===== config.mk =====
export PLATFORM = sky130hd
export DESIGN_NAME = spike_decoder
export DESIGN_NICKNAME = d
export VERILOG_FILES = /design/src/rtl/spike_decoder.sv
export SDC_FILE = /design/constraint.sdc
export NUM_CORES = 1
export LEC_CHECK = 0
export CORE_MARGIN = 8
export CORE_UTILIZATION = 45
export DETAILED_ROUTE_END_ITERATION = 7
export PLACE_DENSITY = 0.79
export SYNTH_ARGS = -nofsm -noshare
export SYNTH_HDL_FRONTEND = slang
export SYNTH_SLANG_ARGS = --single-unit

===== constraint.sdc =====
create_clock -name clk -period 1.8 [get_ports clk]
set_input_delay 0.18 -clock clk [delete_from_list [all_inputs] [get_ports clk]]
set_output_delay 0.18 -clock clk [all_outputs]
set_load 0.1 [all_outputs]

===== src/rtl/spike_decoder.sv =====
`default_nettype none
// ============================================================================
// Module      : spike_decoder
// Description : Counts neuron_7 / neuron_8 spikes over a WINDOW-cycle window
//               and reports both totals plus the winning class. Define
//               SPIKE_COUNT_SAT_EN to saturate the counters instead of wrapping.
// Revision    : 1.0 - initial release
// ============================================================================
module spike_decoder #(
    parameter int WINDOW = 32,
    parameter int CNT_W  = 6
) (
    input  logic             clk,
    input  logic             rst_n,
    input  logic             start,
    input  logic             neuron_7,
    input  logic             neuron_8,
    output logic             busy,
    output logic             result_valid,
    input  logic             result_ready,
    output logic [1:0]       winner,
    output logic [CNT_W-1:0] count7,
    output logic [CNT_W-1:0] count8
);

    typedef enum logic [1:0] {
        S_IDLE  = 2'd0,
        S_COUNT = 2'd1,
        S_HOLD  = 2'd2
    } state_t;

    localparam logic [7:0] LAST_IDX = 8'(WINDOW - 1);

    state_t           state_q, state_d;
    logic [7:0]       win_q, win_d;
    logic [CNT_W-1:0] cnt7_q, cnt7_d, cnt8_q, cnt8_d;
    logic [CNT_W-1:0] count7_q, count7_d, count8_q, count8_d;
    logic [1:0]       winner_q, winner_d;
    logic             busy_q, busy_d, valid_q, valid_d;
    logic [CNT_W-1:0] inc7, inc8;

    function automatic logic [CNT_W-1:0] bump(input logic [CNT_W-1:0] c, input logic hit);
`ifdef SPIKE_COUNT_SAT_EN
        return (hit && (c != {CNT_W{1'b1}})) ? c + 1'b1 : c;
`else
        return hit ? c + 1'b1 : c;
`endif
    endfunction

    always_comb begin
        inc7     = bump(cnt7_q, neuron_7);
        inc8     = bump(cnt8_q, neuron_8);
        state_d  = state_q;
        win_d    = win_q;
        cnt7_d   = cnt7_q;
        cnt8_d   = cnt8_q;
        count7_d = count7_q;
        count8_d = count8_q;
        winner_d = winner_q;
        busy_d   = busy_q;
        valid_d  = valid_q;
        case (state_q)
            S_IDLE: begin
                if (start) begin
                    state_d  = S_COUNT;
                    busy_d   = 1'b1;
                    win_d    = 8'd0;
                    cnt7_d   = '0;
                    cnt8_d   = '0;
                    count7_d = '0;
                    count8_d = '0;
                    winner_d = 2'b00;
                end
            end
            S_COUNT: begin
                cnt7_d = inc7;
                cnt8_d = inc8;
                // The final sample is folded straight into the reported result.
                if (win_q == LAST_IDX) begin
                    state_d  = S_HOLD;
                    valid_d  = 1'b1;
                    count7_d = inc7;
                    count8_d = inc8;
                    winner_d = (inc7 > inc8) ? 2'b01 :
                               (inc8 > inc7) ? 2'b10 : 2'b00;
                end else begin
                    win_d = win_q + 8'd1;
                end
            end
            S_HOLD: begin
                if (result_ready) begin
                    state_d = S_IDLE;
                    busy_d  = 1'b0;
                    valid_d = 1'b0;
                end
            end
            default: begin
                state_d = S_IDLE;
                busy_d  = 1'b0;
                valid_d = 1'b0;
            end
        endcase
    end

    always_ff @(posedge clk or negedge rst_n) begin
        if (!rst_n) begin
            state_q  <= S_IDLE;
            win_q    <= 8'd0;
            cnt7_q   <= '0;
            cnt8_q   <= '0;
            count7_q <= '0;
            count8_q <= '0;
            winner_q <= 2'b00;
            busy_q   <= 1'b0;
            valid_q  <= 1'b0;
        end else begin
            state_q  <= state_d;
            win_q    <= win_d;
            cnt7_q   <= cnt7_d;
            cnt8_q   <= cnt8_d;
            count7_q <= count7_d;
            count8_q <= count8_d;
            winner_q <= winner_d;
            busy_q   <= busy_d;
            valid_q  <= valid_d;
        end
    end

    assign busy         = busy_q;
    assign result_valid = valid_q;
    assign winner       = winner_q;
    assign count7       = count7_q;
    assign count8       = count8_q;

endmodule
`default_nettype wire


==> impl_summary.txt, run 1 <==
----------------------------------------------------
[Run status]
  Status ... complete, but fails checks
  Violated checks ... setup timing

[STA]
  Portion of the clock cycle consumed by the worst path in the final layout ... 1.07
  Final setup vio count ... 2
  Setup repair after global routing missed its margin ... yes
  Final worst path period need ... just under 2 ns
  Fin. max-slew vios ... 0
  Worst-case headroom to the max-slew limit ... 0.464
  Worst clock skew on the final layout ... about 0.0065 ns
  Slack of the critical path ... -0.128 ns
  Slew at the pin with the worst max-slew slack ... 0.799 ns
  Final-report hold violation count ... 0
  Achievable Freq ... approximately 0.52 GHz
  Worst slack on hold paths ... 0.360 ns

[Global route]
  Met3 usage in global routing ... 0.0295
  Met2 Resource Use GR ... 0.237
  Global-route congestion overflow total ... 0
  Pin count of the biggest net entering global routing ... 21
  First-pass GRT wire length ... roughly 7500 um
  Via count of the first global-routing pass ... roughly 1600
  Met1 track utilization from global routing ... 0.182
  Gr busiest metal ... met2
  Number of antenna violations at the first check in global routing ... 0
  GRT Resource Usage Total ... 0.143

[Synth]
  Main combinational cell family by area after synthesis ... simple AND/OR/NAND/NOR gates
  Fraction of the mapped netlist area in compound gates ... 0.135
  Number of storage elements in the synthesis netlist ... 38
  Warning count from the yosys run ... 0
  Number of unique standard cell types used by synthesis ... 37
  Post-Synth Simple-Gate Area ... 0.149
  Average size of a mapped cell ... ~11 sq um
  Synth Cell Area ... between 1500 and 2000 sq um
  Cells after synthesis ... 180
  Portion of netlist area occupied by mux cells ... 0.0755
  Sequential-to-total area share from yosys stat ... 0.490
  Share of synthesized cell area in full adder, half adder and majority cells ... 0.0581
  XOR/XNOR Fraction of Synth Area ... 0.0632
  Nets in the synthesized netlist ... slightly below 200

[Placed design]
  Detailed Place HPWL ... around 3100 um
  Weighted congestion reported at the end of routability-driven placement ... slightly below 0.9
  Total cell area at the placement stage ... between 2000 and 2500 sq um
  Setup WS pre-CTS ... -0.445 ns
  Number of I/O port buffers ... 21

[Critical path]
  Category of the worst setup path capture point ... flop
  Arrival time of data at the critical path endpoint ... between 2 and 2.5 ns
  Highest net fanout along the worst path ... 3
  Critical path class ... flop to flop
  Worst EP required ... ~2 ns
  Critical path startpoint category ... flop

[Clock tree]
  Worst skew pair latency ... approximately 0.29 ns
  Number of sinks on the clock net ... 38
  H-tree depth ... 2
  Clock tree from TritonCTS ... done
  Clock tree buffer depth ... 2
  Clock buffers created by TritonCTS ... 5
  Clock-pin slew reported for the worst setup and hold paths after clock tree synthesis ... 0.08 ns
  Master cell of the clock root buffer ... sky130_fd_sc_hd__clkbuf_8

[Finish]
  Share of post-route cells with drive strength above 1 ... 0.350
  Synthesis-to-layout area growth ... 35.6%
  Top library cells by usage in the layout, fill and taps aside ... 49 x sky130_fd_sc_hd__buf_4, 37 x sky130_fd_sc_hd__dfrtp_1, 16 x sky130_fd_sc_hd__nand2_1, 16 x sky130_fd_sc_hd__nor2_1, 8 x sky130_fd_sc_hd__a21o_1
  Antenna cells ... 0
  Leading cell type in the layout, fill and taps excluded ... sky130_fd_sc_hd__buf_4
  Number of nets in the layout ... ~250
  Total of fill cells in the finished design ... 340
  Non-Filler Cell Area, Final ... approximately 2600 sq um

[Routing]
  Final routed wire length divided by cell count ... ~15 um
  Remaining routing DRC violations ... 0
  Violation count after the first detailed-route iteration ... 65
  Routed Antenna Nets ... 0
  Total wire length after detailed routing ... 4390 um
  Number of vias per cell ... approximately 5.3
  Routed via count ... 1554
  Pre-Repair DR Iteration Count ... 4

[Die]
  Horizontal die dimension ... just over 80 um
  Overall die height ... 81.7 um
  Number of top-level pins ... 22
  Initial Utilization ... 0.455
  Area of the core ... approximately 4300 sq um
  Area of the die ... approximately 6700 sq um
  Standard-cell rows ... 24

[Power]
  Areal power density over the cells ... 1480 nW/um^2
  Maximum VDD drop ... 1.44 mV
  Cell leakage power ... 1.34 nW

[Run]
  Max_cap viols ... 0

[Worst hold path]
  Min-delay worst type ... primary input to async pin

----------------------------------------------------
## layout make-up
class | instances | area, sq um | share of cell area
multi-input cells | 131 | 1030 | 0.393
clock inverters | 3 | 40.0 | 0.0152
flip-flops and latches | 38 | 952 | 0.362
well taps | 52 | 65.1 | 0.0247
repair buffers | 56 | 443 | 0.168
inverters | 7 | 26.3 | 0.00999
clock buffers | 5 | 68.8 | 0.0262
## final timing paths
kind                                            start  cells after the start  slack, ns                     to
max in group asynchronous                       rst_n                      3       0.97  cnt8_q[3]$_DFFE_PN0P_
worst max register to register  cnt7_q[1]$_DFFE_PN0P_                      8      -0.13  winner[1]$_DFFE_PN0P_
worst max-delay path            cnt7_q[1]$_DFFE_PN0P_                      8      -0.13  winner[1]$_DFFE_PN0P_
worst min register to register   win_q[7]$_DFFE_PN0P_                      1       0.47   win_q[7]$_DFFE_PN0P_
worst min-delay path                            rst_n                      2       0.36   win_q[6]$_DFFE_PN0P_
min in group clk                 win_q[7]$_DFFE_PN0P_                      1       0.47   win_q[7]$_DFFE_PN0P_
## report_power, final
part           internal [W]  switching, W
logic              0.000809       0.00118
registers           0.00102      0.000167
clock network      0.000408      0.000305
## cell families (layout without fill, tap and decap cells)
group                      after synthesis  count (layout)
muxes                                   12              12
AOI/OAI and AO/OA                       36              36
adders and majority gates                9               9
and+or+nand+nor                         60              60
DFF                                     38              38
buffers and inverters                   11              71
xor gates and xnor gates                14              14
## cells in the mapped netlist
library cell | instances | area share
sky130_fd_sc_hd__dfrtp_1 | 38 | 0.49
sky130_fd_sc_hd__nor2_1 | 18 | 0.035
sky130_fd_sc_hd__nand2_1 | 17 | 0.033
sky130_fd_sc_hd__ha_1 | 9 | 0.058
sky130_fd_sc_hd__xor2_1 | 9 | 0.041
sky130_fd_sc_hd__a21o_1 | 8 | 0.031
sky130_fd_sc_hd__inv_1 | 7 | 0.014
sky130_fd_sc_hd__o21ai_0 | 7 | 0.018
sky130_fd_sc_hd__nand4_1 | 6 | 0.019
sky130_fd_sc_hd__mux2_2 | 5 | 0.029
sky130_fd_sc_hd__nand3_1 | 5 | 0.013
sky130_fd_sc_hd__xnor2_1 | 5 | 0.023
sky130_fd_sc_hd__a21oi_1 | 4 | 0.010
sky130_fd_sc_hd__and2_1 | 4 | 0.013
sky130_fd_sc_hd__mux2_4 | 4 | 0.031
sky130_fd_sc_hd__a22o_1 | 3 | 0.014
sky130_fd_sc_hd__mux2i_1 | 3 | 0.015
sky130_fd_sc_hd__nor3_1 | 3 | 0.0077
sky130_fd_sc_hd__o2bb2ai_1 | 3 | 0.014
sky130_fd_sc_hd__buf_6 | 2 | 0.012
sky130_fd_sc_hd__clkbuf_1 | 2 | 0.0039
sky130_fd_sc_hd__o211ai_1 | 2 | 0.0077
sky130_fd_sc_hd__o31ai_1 | 2 | 0.0077
sky130_fd_sc_hd__a2bb2oi_1 | 1 | 0.0045
sky130_fd_sc_hd__a32o_1 | 1 | 0.0052
sky130_fd_sc_hd__and4b_1 | 1 | 0.0052
sky130_fd_sc_hd__nand2_4 | 1 | 0.0058
sky130_fd_sc_hd__nand2b_1 | 1 | 0.0032
sky130_fd_sc_hd__nand3b_1 | 1 | 0.0039
sky130_fd_sc_hd__nor2b_1 | 1 | 0.0032
sky130_fd_sc_hd__nor3b_1 | 1 | 0.0039
sky130_fd_sc_hd__o2111ai_1 | 1 | 0.0045
sky130_fd_sc_hd__o21ai_1 | 1 | 0.0026
sky130_fd_sc_hd__o21ai_4 | 1 | 0.0084
sky130_fd_sc_hd__o221ai_1 | 1 | 0.0045
sky130_fd_sc_hd__o22ai_1 | 1 | 0.0032
sky130_fd_sc_hd__or3_1 | 1 | 0.0032
## metal layers
layer  wire length (um)  share of wire
met5                  0              0
met4                 66          0.015
met3                208          0.047
met2               2060           0.47
met1               2060           0.47
## flip-flops by register name, indices dropped and copies added (netlist names)
name and cells:
win_q 8, cnt7_q 6, cnt8_q 6, count7 6, count8 6, state_q 2
winner 2, busy 1, result_valid 1
## repair_timing
action,4_1_cts,5_1_grt
pin swaps,6,4
hold buffers,1,0
setup buffers,9,2
gates resized for setup,8,8
endpoints found under the hold margin,18,0
setup endpoints to repair,2,4
## stage by stage
stage	TNS (ns)	total power, W	instances	util
finish	-0.231	0.00389	292	0.617
global route	-0.377	0.00412	292	0.617
detailed placement	-0.825	0.00296	275	0.555
floorplan	-0.0171	0.00240	180	-
CTS	-0.207	0.00385	293	0.609
global placement	-0.612	0.00292	275	0.555
## critical path: stages, from the launching register on
cell and delay (ns):
sky130_fd_sc_hd__dfrtp_1 0.39, sky130_fd_sc_hd__ha_1 0.18, sky130_fd_sc_hd__nand4_1 0.15, sky130_fd_sc_hd__xor2_2 0.20, sky130_fd_sc_hd__ha_1 0.31, sky130_fd_sc_hd__nand4_1 0.14, sky130_fd_sc_hd__nor2_1 0.12, sky130_fd_sc_hd__nor2_1 0.05
sky130_fd_sc_hd__a32o_1 0.27
(Power assumes the default switching activity.)
==> run 2: changes to the inputs <==
- PLACE_DENSITY: 0.79 -> 0.76
- clock period: 1.8 -> 1.88 ns (I/O delays scaled with it)
==> run 2 against run 1 <==
Net effect:
- the flow still finishes with violations (setup timing)
- sequential cell count did not move
- register-to-register slack improved by 0.09 ns
- clock power fell by 20%
- sequential share of layout area rose by 0.58 points
- critical path depth did not move
- design area fell by 1.7%
==> impl_summary.txt, run 2 (synthesized netlist as in run 1, its figures left out) <==
----------------------------------------------------
[Clock tree]
  Clock tree buffer depth ... 2
  Master cell of the clock root buffer ... sky130_fd_sc_hd__clkbuf_8
  Number of sinks on the clock net ... 38
  Clock buffers created by TritonCTS ... 5
  H-tree depth ... 2
  Worst skew pair latency ... 0.28 ns
  Clock tree from TritonCTS ... done
  Clock-pin slew reported for the worst setup and hold paths after clock tree synthesis ... approximately 0.070 ns

[Routing]
  Remaining routing DRC violations ... 0
  Routed Antenna Nets ... 0
  Final routed wire length divided by cell count ... approximately 16 um
  Total wire length after detailed routing ... 4530 um
  Violation count after the first detailed-route iteration ... 64
  Number of vias per cell ... 5.42
  Pre-Repair DR Iteration Count ... 4
  Routed via count ... about 1600

[Finish]
  Antenna cells ... 0
  Top library cells by usage in the layout, fill and taps aside ... 46 x sky130_fd_sc_hd__buf_4, 38 x sky130_fd_sc_hd__dfrtp_1, 16 x sky130_fd_sc_hd__nand2_1, 16 x sky130_fd_sc_hd__nor2_1, 8 x sky130_fd_sc_hd__a21o_1
  Number of nets in the layout ... 250
  Share of post-route cells with drive strength above 1 ... 0.339
  Leading cell type in the layout, fill and taps excluded ... sky130_fd_sc_hd__buf_4
  Synthesis-to-layout area growth ... 33.3%
  Largest register by flop count ... win_q
  Max FFs per register ... 8

[Power]
  Total net switching power ... around 0.0016 W
  Internal Power ... slightly below 0.002 W
  Fraction of power consumed by sequential logic ... 0.312
  Relative contribution of the clock network to total power ... 0.160
  Areal power density over the cells ... 1380 nW/um^2
  Cell leakage power ... about 1.3 nW
  Maximum VDD drop ... between 0.9 and 1 mV
  Net switching share of the total power ... 0.445
  Portion of total power attributed to combinational logic ... 0.528

[Critical path]
  Arrival time of data at the critical path endpoint ... around 2.1 ns
  Category of the worst setup path capture point ... flop
  Highest net fanout along the worst path ... 3
  Critical path class ... flop to flop
  Worst EP required ... 2.06 ns
  Critical path startpoint category ... flop

[STA]
  Worst-case headroom to the max-slew limit ... 0.381
  Slew at the pin with the worst max-slew slack ... around 0.9 ns
  Final setup vio count ... 2
  Final-report hold violation count ... 0
  Fin. max-slew vios ... 0
  Achievable Freq ... roughly 0.52 GHz
  Worst slack on hold paths ... 0.479 ns
  Setup repair after global routing missed its margin ... yes
  Portion of the clock cycle consumed by the worst path in the final layout ... 1.02
  Slack of the critical path ... -0.0416 ns
  Worst clock skew on the final layout ... a little over 0.002 ns
  Final worst path period need ... 1.92 ns

[Global route]
  Pin count of the biggest net entering global routing ... 39
  Number of antenna violations at the first check in global routing ... 0
  First-pass GRT wire length ... roughly 7300 um
  Via count of the first global-routing pass ... approximately 1600
  Global-route congestion overflow total ... 0
  GRT Resource Usage Total ... 0.142

[Placed design]
  Setup WS pre-CTS ... -0.324 ns
  Weighted congestion reported at the end of routability-driven placement ... approximately 0.85
  Detailed Place HPWL ... just under 3000 um
  Number of I/O port buffers ... 21

[Die]
  Initial Utilization ... 0.455
  Standard-cell rows ... 24
  Horizontal die dimension ... a little over 80 um
  Overall die height ... 81.7 um
  Number of top-level pins ... 22
  Area of the die ... between 6000 and 7000 sq um
  Area of the core ... around 4300 sq um

[Run status]
  Status ... complete, but fails checks
  Violated checks ... setup timing

[Run]
  Max_cap viols ... 0

[Worst hold path]
  Min-delay worst type ... primary input to async pin

----------------------------------------------------
run 2: cell types whose count changed in the layout (fill, tap and decap cells not counted), sizes merged:
cell	previous run	this run
clkbuf	5	7
bufinv	1	0
clkinv	2	1
buf	51	47
run 2: timing repair:
item / 4_1_cts / 5_1_grt
gates resized for setup: 7 / 12
buffers inserted: 2 / 2
pin swaps: 3 / 10
endpoints found under the setup margin: 2 / 2
hold buffers: 1 / 0
hold endpoints to repair: 38 / 0
run 2: power groups by stage:
stage / clock network (W) / registers, W / logic (W)
final: 0.000573 / 0.00111 / 0.00189
after global placement: 0 / 0.00111 / 0.00164
after floorplan: 0 / 0.00147 / 0.000787
after CTS: 0.000583 / 0.00110 / 0.00180
after detailed placement: 0 / 0.00111 / 0.00167
after global routing: 0.000620 / 0.00114 / 0.00202
run 2: final timing paths:
kind | start | end | slack [ns] | cells past startpoint
worst max-delay path | cnt8_q[1]$_DFFE_PN0P_ | winner[1]$_DFFE_PN0P_ | -0.04 | 8
worst min-delay path | rst_n | win_q[5]$_DFFE_PN0P_ | 0.48 | 3
worst max register to register | cnt8_q[1]$_DFFE_PN0P_ | winner[1]$_DFFE_PN0P_ | -0.04 | 8
max in group asynchronous | rst_n | cnt7_q[3]$_DFFE_PN0P_ | 1.05 | 3
worst min register to register | win_q[7]$_DFFE_PN0P_ | win_q[7]$_DFFE_PN0P_ | 0.48 | 1
min in group clk | win_q[7]$_DFFE_PN0P_ | win_q[7]$_DFFE_PN0P_ | 0.48 | 1
run 2: worst max-delay path: stages, from the launching register on:
cell                      delay [ns]
sky130_fd_sc_hd__dfrtp_1        0.38
sky130_fd_sc_hd__nand4_1        0.21
sky130_fd_sc_hd__buf_4          0.22
sky130_fd_sc_hd__xnor2_4        0.13
sky130_fd_sc_hd__ha_4           0.28
sky130_fd_sc_hd__nand4_1        0.13
sky130_fd_sc_hd__nor2_1         0.14
sky130_fd_sc_hd__nor2_1         0.06
sky130_fd_sc_hd__a32o_1         0.24
run 2: layout make-up:
| cell class | instances | area (sq um) |
|---|---|---|
| fill | 347 | 1680 |
| multi-input combinational | 131 | 1050 |
| sequential | 38 | 951 |
| timing repair buffer | 52 | 400 |
| clock buffer | 7 | 86.3 |
| tap | 52 | 65.1 |
| inverter | 7 | 26.3 |
| clock inverter | 1 | 5.00 |
run 2: per-layer routing:
layer | global-route usage | wire [um] | vias up
met5 | 0 | 0 | -
met4 | 0.0526 | 49 | 0
met3 | 0.0361 | 216 | 5
met2 | 0.227 | 2140 | 36
met1 | 0.183 | 2120 | 774
li1 | - | - | 746
run 2: stage by stage:
stage | TNS (ns) | std cells | total power [W] | util | area [sq um]
floorplan | 0 | 180 | 0.00226 | - | 1940
global placement | -0.457 | 275 | 0.00276 | 0.548 | 2330
detailed placement | -0.616 | 275 | 0.00279 | 0.548 | 2330
CTS | 0 | 286 | 0.00349 | 0.585 | 2490
global route | -0.224 | 288 | 0.00377 | 0.606 | 2580
finish | -0.0435 | 288 | 0.00357 | 0.606 | 2580
